## src/rtl/control_pkg.sv

```systemverilog
// Shared types and encodings for the multicycle MIPS main control FSM.
// Opcode/funct constants, mux-select encodings and the control bundle.
package control_pkg;

  typedef enum logic [3:0] {
    RESET     = 4'd0,
    FETCH     = 4'd1,
    DECODE    = 4'd2,
    MEM_ADDR  = 4'd3,
    MEM_READ  = 4'd4,
    LW_WB     = 4'd5,
    MEM_WRITE = 4'd6,
    R_EXEC    = 4'd7,
    R_WB      = 4'd8,
    ADDI_EXEC = 4'd9,
    ADDI_WB   = 4'd10,
    BEQ       = 4'd11,
    JUMP      = 4'd12,
    HALT      = 4'd13,
    EXCEPT    = 4'd14
  } state_t;

  localparam logic [5:0] OP_RTYPE = 6'h00;
  localparam logic [5:0] OP_LW    = 6'h23;
  localparam logic [5:0] OP_SW    = 6'h2b;
  localparam logic [5:0] OP_BEQ   = 6'h04;
  localparam logic [5:0] OP_J     = 6'h02;
  localparam logic [5:0] OP_ADDI  = 6'h08;

  localparam logic [5:0] FN_ADD   = 6'h20;
  localparam logic [5:0] FN_SUB   = 6'h22;
  localparam logic [5:0] FN_AND   = 6'h24;
  localparam logic [5:0] FN_XOR   = 6'h26;
  localparam logic [5:0] FN_BREAK = 6'h0d;

  localparam logic [1:0] ALUOP_ADD   = 2'b00;
  localparam logic [1:0] ALUOP_SUB   = 2'b01;
  localparam logic [1:0] ALUOP_FUNCT = 2'b10;

  localparam logic [1:0] SRCB_REG    = 2'b00;
  localparam logic [1:0] SRCB_FOUR   = 2'b01;
  localparam logic [1:0] SRCB_IMM    = 2'b10;
  localparam logic [1:0] SRCB_IMM_SH = 2'b11;

  localparam logic [1:0] PCSRC_ALU    = 2'b00;
  localparam logic [1:0] PCSRC_ALUOUT = 2'b01;
  localparam logic [1:0] PCSRC_JUMP   = 2'b10;

  typedef struct packed {
    logic       pc_write;
    logic       pc_write_cond;
    logic [1:0] pc_source;
    logic       iord;
    logic       mem_read;
    logic       mem_write;
    logic       ir_write;
    logic       alu_src_a;
    logic [1:0] alu_src_b;
    logic [1:0] alu_op;
    logic       reg_write;
    logic       reg_dst;
    logic       mem_to_reg;
    logic       halted;
    logic       exception;
  } ctl_t;

  function automatic logic is_mem_state(state_t s);
    return (s == FETCH) || (s == MEM_READ) || (s == MEM_WRITE);
  endfunction

  function automatic logic rfunct_ok(logic [5:0] f);
    return (f == FN_ADD) || (f == FN_SUB) ||
           (f == FN_AND) || (f == FN_XOR);
  endfunction

endpackage

```

## src/rtl/control_unit_fsm_if.sv

```systemverilog
// Control bus between the main FSM and the datapath.
// master = control unit, slave = datapath / ALU control.
interface control_unit_fsm_if #(
  parameter int STATE_W = 4
);
  logic [5:0]         Opcode;
  logic [5:0]         Funct;
  logic               Break;
  logic               PCWrite;
  logic               PCWriteCond;
  logic [1:0]         PCSource;
  logic               IorD;
  logic               MemRead;
  logic               MemWrite;
  logic               IRWrite;
  logic               ALUSrcA;
  logic [1:0]         ALUSrcB;
  logic [1:0]         ALUOp;
  logic               RegWrite;
  logic               RegDst;
  logic               MemtoReg;
  logic               Halted;
  logic               Exception;
  logic [STATE_W-1:0] State;

  modport master (
    input  Opcode, Funct, Break,
    output PCWrite, PCWriteCond, PCSource,
    output IorD, MemRead, MemWrite, IRWrite,
    output ALUSrcA, ALUSrcB, ALUOp,
    output RegWrite, RegDst, MemtoReg,
    output Halted, Exception, State
  );

  modport slave (
    output Opcode, Funct, Break,
    input  PCWrite, PCWriteCond, PCSource,
    input  IorD, MemRead, MemWrite, IRWrite,
    input  ALUSrcA, ALUSrcB, ALUOp,
    input  RegWrite, RegDst, MemtoReg,
    input  Halted, Exception, State
  );
endinterface

```

## src/rtl/control_unit_fsm_mem_wait_counter.sv

```systemverilog
// Memory wait-state counter: load on state entry, count down to zero.
// zero marks the final cycle of a memory access state.
module mem_wait_counter #(
  parameter int MEM_WAIT = 1
) (
  input  logic clk,
  input  logic reset,
  input  logic load,
  input  logic dec,
  output logic zero
);
  localparam int CW =
    (MEM_WAIT > 0) ? $clog2(MEM_WAIT + 1) : 1;

  logic [CW-1:0] cnt;

  // load has priority; hold at zero once reached
  always_ff @(posedge clk or negedge reset) begin
    if (!reset) begin
      cnt <= '0;
    end else if (load) begin
      cnt <= CW'(MEM_WAIT);
    end else if (dec && cnt != '0) begin
      cnt <= cnt - CW'(1);
    end
  end

  assign zero = (cnt == '0);
endmodule

```

## src/rtl/control_unit_fsm.sv

```systemverilog
// Multicycle MIPS main control FSM with Moore-decoded control outputs.
// Sequences fetch/decode/execute/memory/writeback; halts on break/illegal.
module control_unit_fsm
  import control_pkg::*;
#(
  parameter int MEM_WAIT = 1,
  parameter int STATE_W  = 4
) (
  input  logic clk,
  input  logic reset,
  control_unit_fsm_if.master bus
);
  state_t state;
  state_t nxt;
  logic   zero;
  logic   load;
  logic   dec;
  ctl_t   c;

  logic is_r;
  logic is_ldst;
  logic is_addi;
  logic is_beq;
  logic is_j;

  assign is_r    = bus.Opcode == OP_RTYPE;
  assign is_ldst = bus.Opcode == OP_LW ||
                   bus.Opcode == OP_SW;
  assign is_addi = bus.Opcode == OP_ADDI;
  assign is_beq  = bus.Opcode == OP_BEQ;
  assign is_j    = bus.Opcode == OP_J;

  // counter reloads whenever a timed state is freshly entered
  assign load = is_mem_state(nxt) && (nxt != state);
  assign dec  = is_mem_state(state);

  mem_wait_counter #(
    .MEM_WAIT(MEM_WAIT)
  ) u_wait (
    .clk  (clk),
    .reset(reset),
    .load (load),
    .dec  (dec),
    .zero (zero)
  );

  // next-state selection
  always_comb begin
    nxt = state;
    unique case (state)
      RESET:     nxt = FETCH;
      FETCH:     if (zero) nxt = DECODE;
      DECODE: begin
        unique case (1'b1)
          is_r && bus.Break:
            nxt = HALT;
          is_r && !bus.Break && rfunct_ok(bus.Funct):
            nxt = R_EXEC;
          is_ldst: nxt = MEM_ADDR;
          is_addi: nxt = ADDI_EXEC;
          is_beq:  nxt = BEQ;
          is_j:    nxt = JUMP;
          default: nxt = EXCEPT;
        endcase
      end
      MEM_ADDR: begin
        if (bus.Opcode == OP_LW)      nxt = MEM_READ;
        else if (bus.Opcode == OP_SW) nxt = MEM_WRITE;
        else                          nxt = EXCEPT;
      end
      MEM_READ:  if (zero) nxt = LW_WB;
      MEM_WRITE: if (zero) nxt = FETCH;
      LW_WB:     nxt = FETCH;
      R_EXEC:    nxt = R_WB;
      R_WB:      nxt = FETCH;
      ADDI_EXEC: nxt = ADDI_WB;
      ADDI_WB:   nxt = FETCH;
      BEQ:       nxt = FETCH;
      JUMP:      nxt = FETCH;
      HALT:      nxt = HALT;
      EXCEPT:    nxt = EXCEPT;
      default:   nxt = EXCEPT;
    endcase
  end

  // state register
  always_ff @(posedge clk or negedge reset) begin
    if (!reset) state <= RESET;
    else        state <= nxt;
  end

  // Moore output decode from state and wait counter
  always_comb begin
    c = '0;
    unique case (state)
      FETCH: begin
        c.mem_read  = 1'b1;
        c.alu_src_b = SRCB_FOUR;
        c.alu_op    = ALUOP_ADD;
        if (zero) begin
          c.ir_write  = 1'b1;
          c.pc_write  = 1'b1;
          c.pc_source = PCSRC_ALU;
        end
      end
      DECODE: begin
        c.alu_src_b = SRCB_IMM_SH;
        c.alu_op    = ALUOP_ADD;
      end
      MEM_ADDR, ADDI_EXEC: begin
        c.alu_src_a = 1'b1;
        c.alu_src_b = SRCB_IMM;
        c.alu_op    = ALUOP_ADD;
      end
      MEM_READ: begin
        c.mem_read = 1'b1;
        c.iord     = 1'b1;
      end
      LW_WB: begin
        c.reg_write  = 1'b1;
        c.mem_to_reg = 1'b1;
      end
      MEM_WRITE: begin
        c.mem_write = 1'b1;
        c.iord      = 1'b1;
      end
      R_EXEC: begin
        c.alu_src_a = 1'b1;
        c.alu_src_b = SRCB_REG;
        c.alu_op    = ALUOP_FUNCT;
      end
      R_WB: begin
        c.reg_write = 1'b1;
        c.reg_dst   = 1'b1;
      end
      ADDI_WB:  c.reg_write = 1'b1;
      BEQ: begin
        c.alu_src_a     = 1'b1;
        c.alu_src_b     = SRCB_REG;
        c.alu_op        = ALUOP_SUB;
        c.pc_write_cond = 1'b1;
        c.pc_source     = PCSRC_ALUOUT;
      end
      JUMP: begin
        c.pc_write  = 1'b1;
        c.pc_source = PCSRC_JUMP;
      end
      HALT:    c.halted    = 1'b1;
      EXCEPT:  c.exception = 1'b1;
      default: c = '0;
    endcase
  end

  assign bus.PCWrite     = c.pc_write;
  assign bus.PCWriteCond = c.pc_write_cond;
  assign bus.PCSource    = c.pc_source;
  assign bus.IorD        = c.iord;
  assign bus.MemRead     = c.mem_read;
  assign bus.MemWrite    = c.mem_write;
  assign bus.IRWrite     = c.ir_write;
  assign bus.ALUSrcA     = c.alu_src_a;
  assign bus.ALUSrcB     = c.alu_src_b;
  assign bus.ALUOp       = c.alu_op;
  assign bus.RegWrite    = c.reg_write;
  assign bus.RegDst      = c.reg_dst;
  assign bus.MemtoReg    = c.mem_to_reg;
  assign bus.Halted      = c.halted;
  assign bus.Exception   = c.exception;
  assign bus.State       = STATE_W'(state);
endmodule

```

## src/flat_wrapper.sv

```systemverilog
// flat-port wrapper written by rule: the top's interface ports become plain ports
module control_unit_fsm_flat import control_pkg::*;
#(
  parameter int MEM_WAIT = 1,
  parameter int STATE_W  = 4
)
  (clk, reset, bus_Opcode, bus_Funct, bus_Break, bus_PCWrite, bus_PCWriteCond, bus_PCSource, bus_IorD, bus_MemRead, bus_MemWrite, bus_IRWrite, bus_ALUSrcA, bus_ALUSrcB, bus_ALUOp, bus_RegWrite, bus_RegDst, bus_MemtoReg, bus_Halted, bus_Exception, bus_State);
  control_unit_fsm_if #(.STATE_W(STATE_W)) bus_i ();
  input  logic clk;
  input  logic reset;
  input wire logic [$bits(bus_i.Opcode)-1:0] bus_Opcode;
  input wire logic [$bits(bus_i.Funct)-1:0] bus_Funct;
  input wire logic [$bits(bus_i.Break)-1:0] bus_Break;
  output wire logic [$bits(bus_i.PCWrite)-1:0] bus_PCWrite;
  output wire logic [$bits(bus_i.PCWriteCond)-1:0] bus_PCWriteCond;
  output wire logic [$bits(bus_i.PCSource)-1:0] bus_PCSource;
  output wire logic [$bits(bus_i.IorD)-1:0] bus_IorD;
  output wire logic [$bits(bus_i.MemRead)-1:0] bus_MemRead;
  output wire logic [$bits(bus_i.MemWrite)-1:0] bus_MemWrite;
  output wire logic [$bits(bus_i.IRWrite)-1:0] bus_IRWrite;
  output wire logic [$bits(bus_i.ALUSrcA)-1:0] bus_ALUSrcA;
  output wire logic [$bits(bus_i.ALUSrcB)-1:0] bus_ALUSrcB;
  output wire logic [$bits(bus_i.ALUOp)-1:0] bus_ALUOp;
  output wire logic [$bits(bus_i.RegWrite)-1:0] bus_RegWrite;
  output wire logic [$bits(bus_i.RegDst)-1:0] bus_RegDst;
  output wire logic [$bits(bus_i.MemtoReg)-1:0] bus_MemtoReg;
  output wire logic [$bits(bus_i.Halted)-1:0] bus_Halted;
  output wire logic [$bits(bus_i.Exception)-1:0] bus_Exception;
  output wire logic [$bits(bus_i.State)-1:0] bus_State;
  assign bus_i.Opcode = bus_Opcode;
  assign bus_i.Funct = bus_Funct;
  assign bus_i.Break = bus_Break;
  assign bus_PCWrite = bus_i.PCWrite;
  assign bus_PCWriteCond = bus_i.PCWriteCond;
  assign bus_PCSource = bus_i.PCSource;
  assign bus_IorD = bus_i.IorD;
  assign bus_MemRead = bus_i.MemRead;
  assign bus_MemWrite = bus_i.MemWrite;
  assign bus_IRWrite = bus_i.IRWrite;
  assign bus_ALUSrcA = bus_i.ALUSrcA;
  assign bus_ALUSrcB = bus_i.ALUSrcB;
  assign bus_ALUOp = bus_i.ALUOp;
  assign bus_RegWrite = bus_i.RegWrite;
  assign bus_RegDst = bus_i.RegDst;
  assign bus_MemtoReg = bus_i.MemtoReg;
  assign bus_Halted = bus_i.Halted;
  assign bus_Exception = bus_i.Exception;
  assign bus_State = bus_i.State;
  control_unit_fsm #(.MEM_WAIT(MEM_WAIT), .STATE_W(STATE_W)) u_core (.clk(clk), .reset(reset), .bus(bus_i));
endmodule
```

## config.mk

```make
export PLATFORM = sky130hd
export DESIGN_NAME = control_unit_fsm_flat
export DESIGN_NICKNAME = d
export VERILOG_FILES = /design/src/rtl/control_pkg.sv /design/src/rtl/control_unit_fsm_if.sv /design/src/rtl/control_unit_fsm_mem_wait_counter.sv /design/src/rtl/control_unit_fsm.sv /design/src/flat_wrapper.sv
export SDC_FILE = /design/constraint.sdc
export NUM_CORES = 1
export LEC_CHECK = 0
export CORE_UTILIZATION = 42
export DETAILED_ROUTE_END_ITERATION = 16
export HOLD_SLACK_MARGIN = 0.03
export PLACE_DENSITY = 0.91
export SYNTH_ARGS = -nofsm -noshare
export SYNTH_HDL_FRONTEND = slang
export SYNTH_SLANG_ARGS = --single-unit
```

## constraint.sdc

```tcl
create_clock -name clk -period 3.57 [get_ports clk]
set_clock_uncertainty 0.15 [all_clocks]
set_input_delay 0.357 -clock clk [delete_from_list [all_inputs] [get_ports clk]]
set_output_delay 0.357 -clock clk [all_outputs]
set_load 0.01 [all_outputs]
```

# Word level (Yosys, flattened, before mapping)
# Index checks and enable logic that the tools add are counted.
# op_classes
add_sub_neg	1
eq_ne	27
mux	24
reduce_logical	23
# ops
op	n
equality test 6 bit, second input constant	6
case mux 4 bit (9 select lines)	1
equality test 4 bit, second input constant	7
equality test 4 x 3 -> 1 bit, second input constant	6
case mux 4 bit (6 select lines)	1
two-way mux 4 bit	5
case mux 4 bit (5 select lines)	1
two-way mux 1 bit	14
equality test 4 x 1 -> 1 bit, second input constant	2
equality test 4 x 2 -> 1 bit, second input constant	2
logical OR 1 bit	8
equality test 6 x 2 -> 1 bit, second input constant	1
equality test 6 x 3 -> 1 bit, second input constant	1
equality test 6 x 4 -> 1 bit, second input constant	1
zero test 6 bit	1
OR reduction 2 bit	3
OR reduction 6 bit	1
logical AND 1 bit	5
zero test 4 bit	1
!= test 4 bit	1
case mux 2 bit (2 select lines)	1
OR reduction 4 bit	1
OR reduction 3 bit	1
case mux 1 bit (2 select lines)	1
other kinds (3)	3
# totals
reg_bits	5
input_bits	15

# Depth between registers and ports, before layout
# depth
word_depth	12
ltp_mapped	7
ltp_nobuf	6

# Cells and area by module
# From an unflattened synthesis, not the netlist that was laid out.
# unflattened
hier_cells	111
area_unflattened_um2	773.2
# by_module_without_submodules
module	n_inst	cells_per_inst	area_each_um2
control_unit_fsm	1	108	733.2
mem_wait_counter	1	3	40.0

# Worst setup path after synthesis
# OpenSTA, ideal clock, no wires.
# synth_path
kind	reg-to-output
from	reg u_core.state[2] (netlist: u_core.bus.State[2])
to	out bus_PCWrite
arrival_time_ns	1.500
required_time_ns	3.063
setup_slack_ns	1.563
stages_incl_launch_ff	5
path_buffers	2
path_cell_list	dfrtp_1 -> clkbuf_8 -> clkbuf_1 -> nor4_1 -> or2_2
# synth_via
elab_chain_len	2
# synth_rtl
element	line	source
start: declaration	control_unit_fsm.sv:13	state_t state;
start signal: assignment	control_unit_fsm.sv:89	else state <= nxt;
equality test 4 bit / equality test 4 x 1 -> 1 bit (equally long branches)	control_unit_fsm.sv:95	unique case (state)
case mux 1 bit (2 select lines) *	control_unit_fsm.sv:95	
end: declaration	flat_wrapper.sv:14	output wire logic [$bits(bus_i.PCWrite)-1:0] bus_PCWrite;
# Every way passes the cells marked *; elsewhere a longest branch is shown, timed or not.

# Worst setup path in the final report
# layout_path
from	reg u_core.state[1] (netlist: u_core.bus.State[1])
to	out bus_ALUSrcB[1]
# layout_via
elab_chain_len	3
# layout_rtl
element	line	source
equality test 4 x 2 -> 1 bit / equality test 4 bit (equally long branches)	control_unit_fsm.sv:95	
OR reduction 2 bit	control_unit_fsm.sv:95	
case mux 4 bit (5 select lines) *	control_unit_fsm.sv:95	
end: declaration	flat_wrapper.sv:22	output wire logic [$bits(bus_i.ALUSrcB)-1:0] bus_ALUSrcB;
# Marked as above.

==> results.txt <==
----------------------------------------------------
[Layout]
  Combined area of the multi-input logic cells ... between 500 and 600 sq um
  Final Instance Count excl. Fillers ... roughly 140
  Fill cell instance count of the final layout ... approximately 140
  Util after Layout ... between 60% and 70%
  Layout cells sized above 1 ... about 8.6%
  Signed area change from the synthesized netlist to the final layout ... 48.0%
  Post-route cell area ... a little over 1000 sq um
  Footprint of the flip-flops and latches ... 125 sq um
  Antenna diode count ... 0
  # nets final ... roughly 140

[Outcome]
  Result of the run ... finished, final reports clean

[Floorplanning]
  Die area ... ~1800 sq um
  Number of top-level pins ... 37
  Placement row count ... 14
  Vertical die dimension ... between 40 and 50 um
  Core footprint ... between 1500 and 2000 sq um
  Starting density of the core ... a little under half
  Die X ... roughly 43 um

[Global routing]
  Layer with the highest usage after global routing ... met2
  Global-route wire length before repair ... between 3 and 4 mm
  Met3 Usage GRT ... between 5 and 6%
  Number of antenna violations at the first check in global routing ... 0
  GR met1 Demand/Resource ... 26.8%
  Gr ovfl total ... 0
  Maximum number of pins on one net before global-route repair ... 24
  GRT Resource Usage Total ... about a quarter
  Via count of the first global-routing pass ... 764
  Fraction of met2 tracks used by global routing ... between 40% and 50%

[Flow run]
  MaxCap Viol Count ... 0

[Place]
  Post-place instance area ... 1010 sq um
  Setup WS pre-CTS ... a little over 0.9 ns
  Count of input and output buffers ... 34
  Placer Congestion ... between 0.8 and 0.9
  Total half-perimeter wirelength after legalization and detailed placement ... about 1.5 mm
  Number of placed instances with taps included ... 140

[Timing]
  Max Clock Freq ... 369 MHz
  Max-slew headroom at the worst pin ... roughly three fifths
  Final Critical Period ... between 2 and 3 ns
  Final Hold Fails ... 0
  Final Max Tran Viols ... 0
  Worst slew pin tran ... ~0.57 ns
  Final setup fails ... 0
  Setup repair after global routing missed its margin ... false
  Final worst setup slack ... roughly 0.86 ns
  Share of the cycle needed by the critical path after routing ... roughly 76%
  Setup TNS ... 0 ns

[Worst setup path]
  Largest driver fanout on the critical path ... 17
  Required time worst endpoint ... 3.06 ns
  Worst setup path class ... reg -> out
  Element type at the critical path end ... primary output
  Element type at the critical path start ... flop
  Signal arrival time at the worst endpoint ... 2.20 ns

[Drt]
  Number of DRC violations after detailed routing ... 0
  Antenna-violating nets left ... 0
  WL final ... between 1.5 and 2 mm
  DR WL/cell ... 13.5 um
  Routed vias ... 861
  Ratio of routed vias to standard cells ... between 5 and 6
  First-pass iteration count of the detailed router ... 4
  Drt first-iter violations ... 24

[Yosys]
  Synth unique cells ... between 40 and 50
  Post-synthesis net count ... 111
  Gate Count Post-Synth ... between 90 and 100
  Main flop type after synthesis ... dfrtp_1
  Sequential cell area fraction in the yosys report ... roughly 18%
  Mapped Area ... roughly 700 sq um
  Number of enable flip-flop cells after synthesis ... 0
  Number of warnings printed during yosys synthesis ... 0
  Post-synthesis register bit count ... 5
  Ys async rst share ... 100%
  Synthesized area divided by synthesized cell count ... about 7.3 sq um

[Clock network]
  Quantity of hold-fixing buffers added after cts ... 0
  Num Clock Sinks ... 5
  CTS tree ... built
  Maximum level of the CTS H-tree ... 1
  Inserted Clock Buffers ... 3
  Buffer cell driving the clock tree root ... clkbuf_4
  Bufs on Longest Clock Path ... 2
  Source-to-sink clock delay at the later pin of the worst-skew pair ... approximately 0.26 ns
  Clock slew at reported path FFs ... around 0.05 ns
  Number of buffers added for setup after CTS ... 0
  Resize count post-CTS ... 0

[Worst hold path]
  Min-delay worst type ... in -> async

[Power and ir drop]
  Worst IR drop on VDD ... just over 0.5 mV
  Static leakage ... ~0.39 nW
  Power Density ... around 900 nW/um^2

----------------------------------------------------
==> registers in the layout, summed over array words and instances, names as in the netlist <==
signal             flops
u_core.bus.State       4
u_core.u_wait.cnt      1
==> final timing paths <==
kind | start | end | slack (ns) | cells after the start
setup / recovery | u_core.bus.State[1]$_DFF_PN0_ | bus_ALUSrcB[1] | 0.86 | 4
hold / removal | reset | u_core.u_wait.cnt$_DFFE_PN0P_ | 0.16 | 1
setup reg to reg | u_core.bus.State[2]$_DFF_PN0_ | u_core.u_wait.cnt$_DFFE_PN0P_ | 1.24 | 6
hold reg to reg | u_core.u_wait.cnt$_DFFE_PN0P_ | u_core.u_wait.cnt$_DFFE_PN0P_ | 0.70 | 3
max in group asynchronous | reset | u_core.bus.State[0]$_DFF_PN0_ | 2.91 | 1
min in group clk | u_core.u_wait.cnt$_DFFE_PN0P_ | u_core.u_wait.cnt$_DFFE_PN0P_ | 0.70 | 3
==> through the flow <==
stage	hold slack (ns)	power [mW]
6_report	0.159	0.931
3_5_place_dp	0.443	0.856
4_1_cts	0.168	0.928
5_1_grt	0.167	1.01
3_3_place_gp	0.428	0.827
2_1_floorplan	-0.0886	0.611
==> critical path, cell delays in order, from the launching register on <==
cell             delay (ns)
dfrtp_1                0.54
nand2b_1               0.34
or2_2                  0.36
a21oi_1                0.16
clkdlybuf4s50_1        0.55
==> power breakdown <==
part,internal [mW],switching [mW],total [mW]
clock network,0.0427,0.0298,0.0724
registers,0.0868,0.0911,0.178
logic,0.350,0.331,0.681
==> routing by layer <==
metal / routed length, um / share of wire [%]
met5: 0 / 0
met4: 41 / 2.1
met3: 126 / 6.5
met2: 989 / 51
met1: 786 / 40
==> cell families after synthesis <==
kind of cell | share of synthesized area, %
XOR/XNOR | 2.50
flip-flops | 17.8
multiplexers | 1.43
AND/OR/NAND/NOR | 34.4
AO/OA/AOI/OAI | 34.0
buffers and inverters | 9.80
==> cell type report <==
class | count | share of cell area [%]
clock buffer | 4 | 2.53
inverter | 3 | 1.08
multi-input combinational | 81 | 48.9
sequential | 5 | 12.0
tap | 16 | 1.93
timing repair buffer | 35 | 33.5
==> layout by cell type, fill, tap and decap left out, types with 2 or more instances in the layout <==
| cell | synthesis | layout |
|---|---|---|
| nor2b_1 | 2 | 2 |
| clkdlybuf4s50_1 | 0 | 34 |
| nand2_1 | 6 | 6 |
| o311a_2 | 2 | 2 |
| nor4_1 | 3 | 3 |
| dfrtp_1 | 5 | 5 |
| a21boi_0 | 2 | 2 |
| or2_2 | 2 | 2 |
| nor3_1 | 5 | 5 |
| nor2_1 | 15 | 15 |
| o21ai_0 | 7 | 7 |
| o211ai_1 | 2 | 2 |
| inv_1 | 3 | 3 |
| clkbuf_4 | 0 | 3 |
| nand2b_1 | 5 | 5 |
| a21oi_1 | 5 | 5 |
| and2_1 | 2 | 2 |
==> cell usage after synthesis, types with 2 or more instances <==
library cell / count / area [sq um]
o21ai_0: 7 / 35.0
nand2b_1: 5 / 31.3
or2_2: 2 / 12.5
nor2_1: 15 / 56.3
clkbuf_1: 3 / 11.3
and2_1: 2 / 12.5
o311a_2: 2 / 22.5
a21boi_0: 2 / 15.0
nor4_1: 3 / 18.8
nand2_1: 6 / 22.5
a21oi_1: 5 / 25.0
clkbuf_8: 2 / 27.5
nor3_1: 5 / 25.0
inv_1: 3 / 11.3
nor2b_1: 2 / 12.5
o211ai_1: 2 / 15.0
dfrtp_1: 5 / 125
Power figures use the tool's default switching activity.
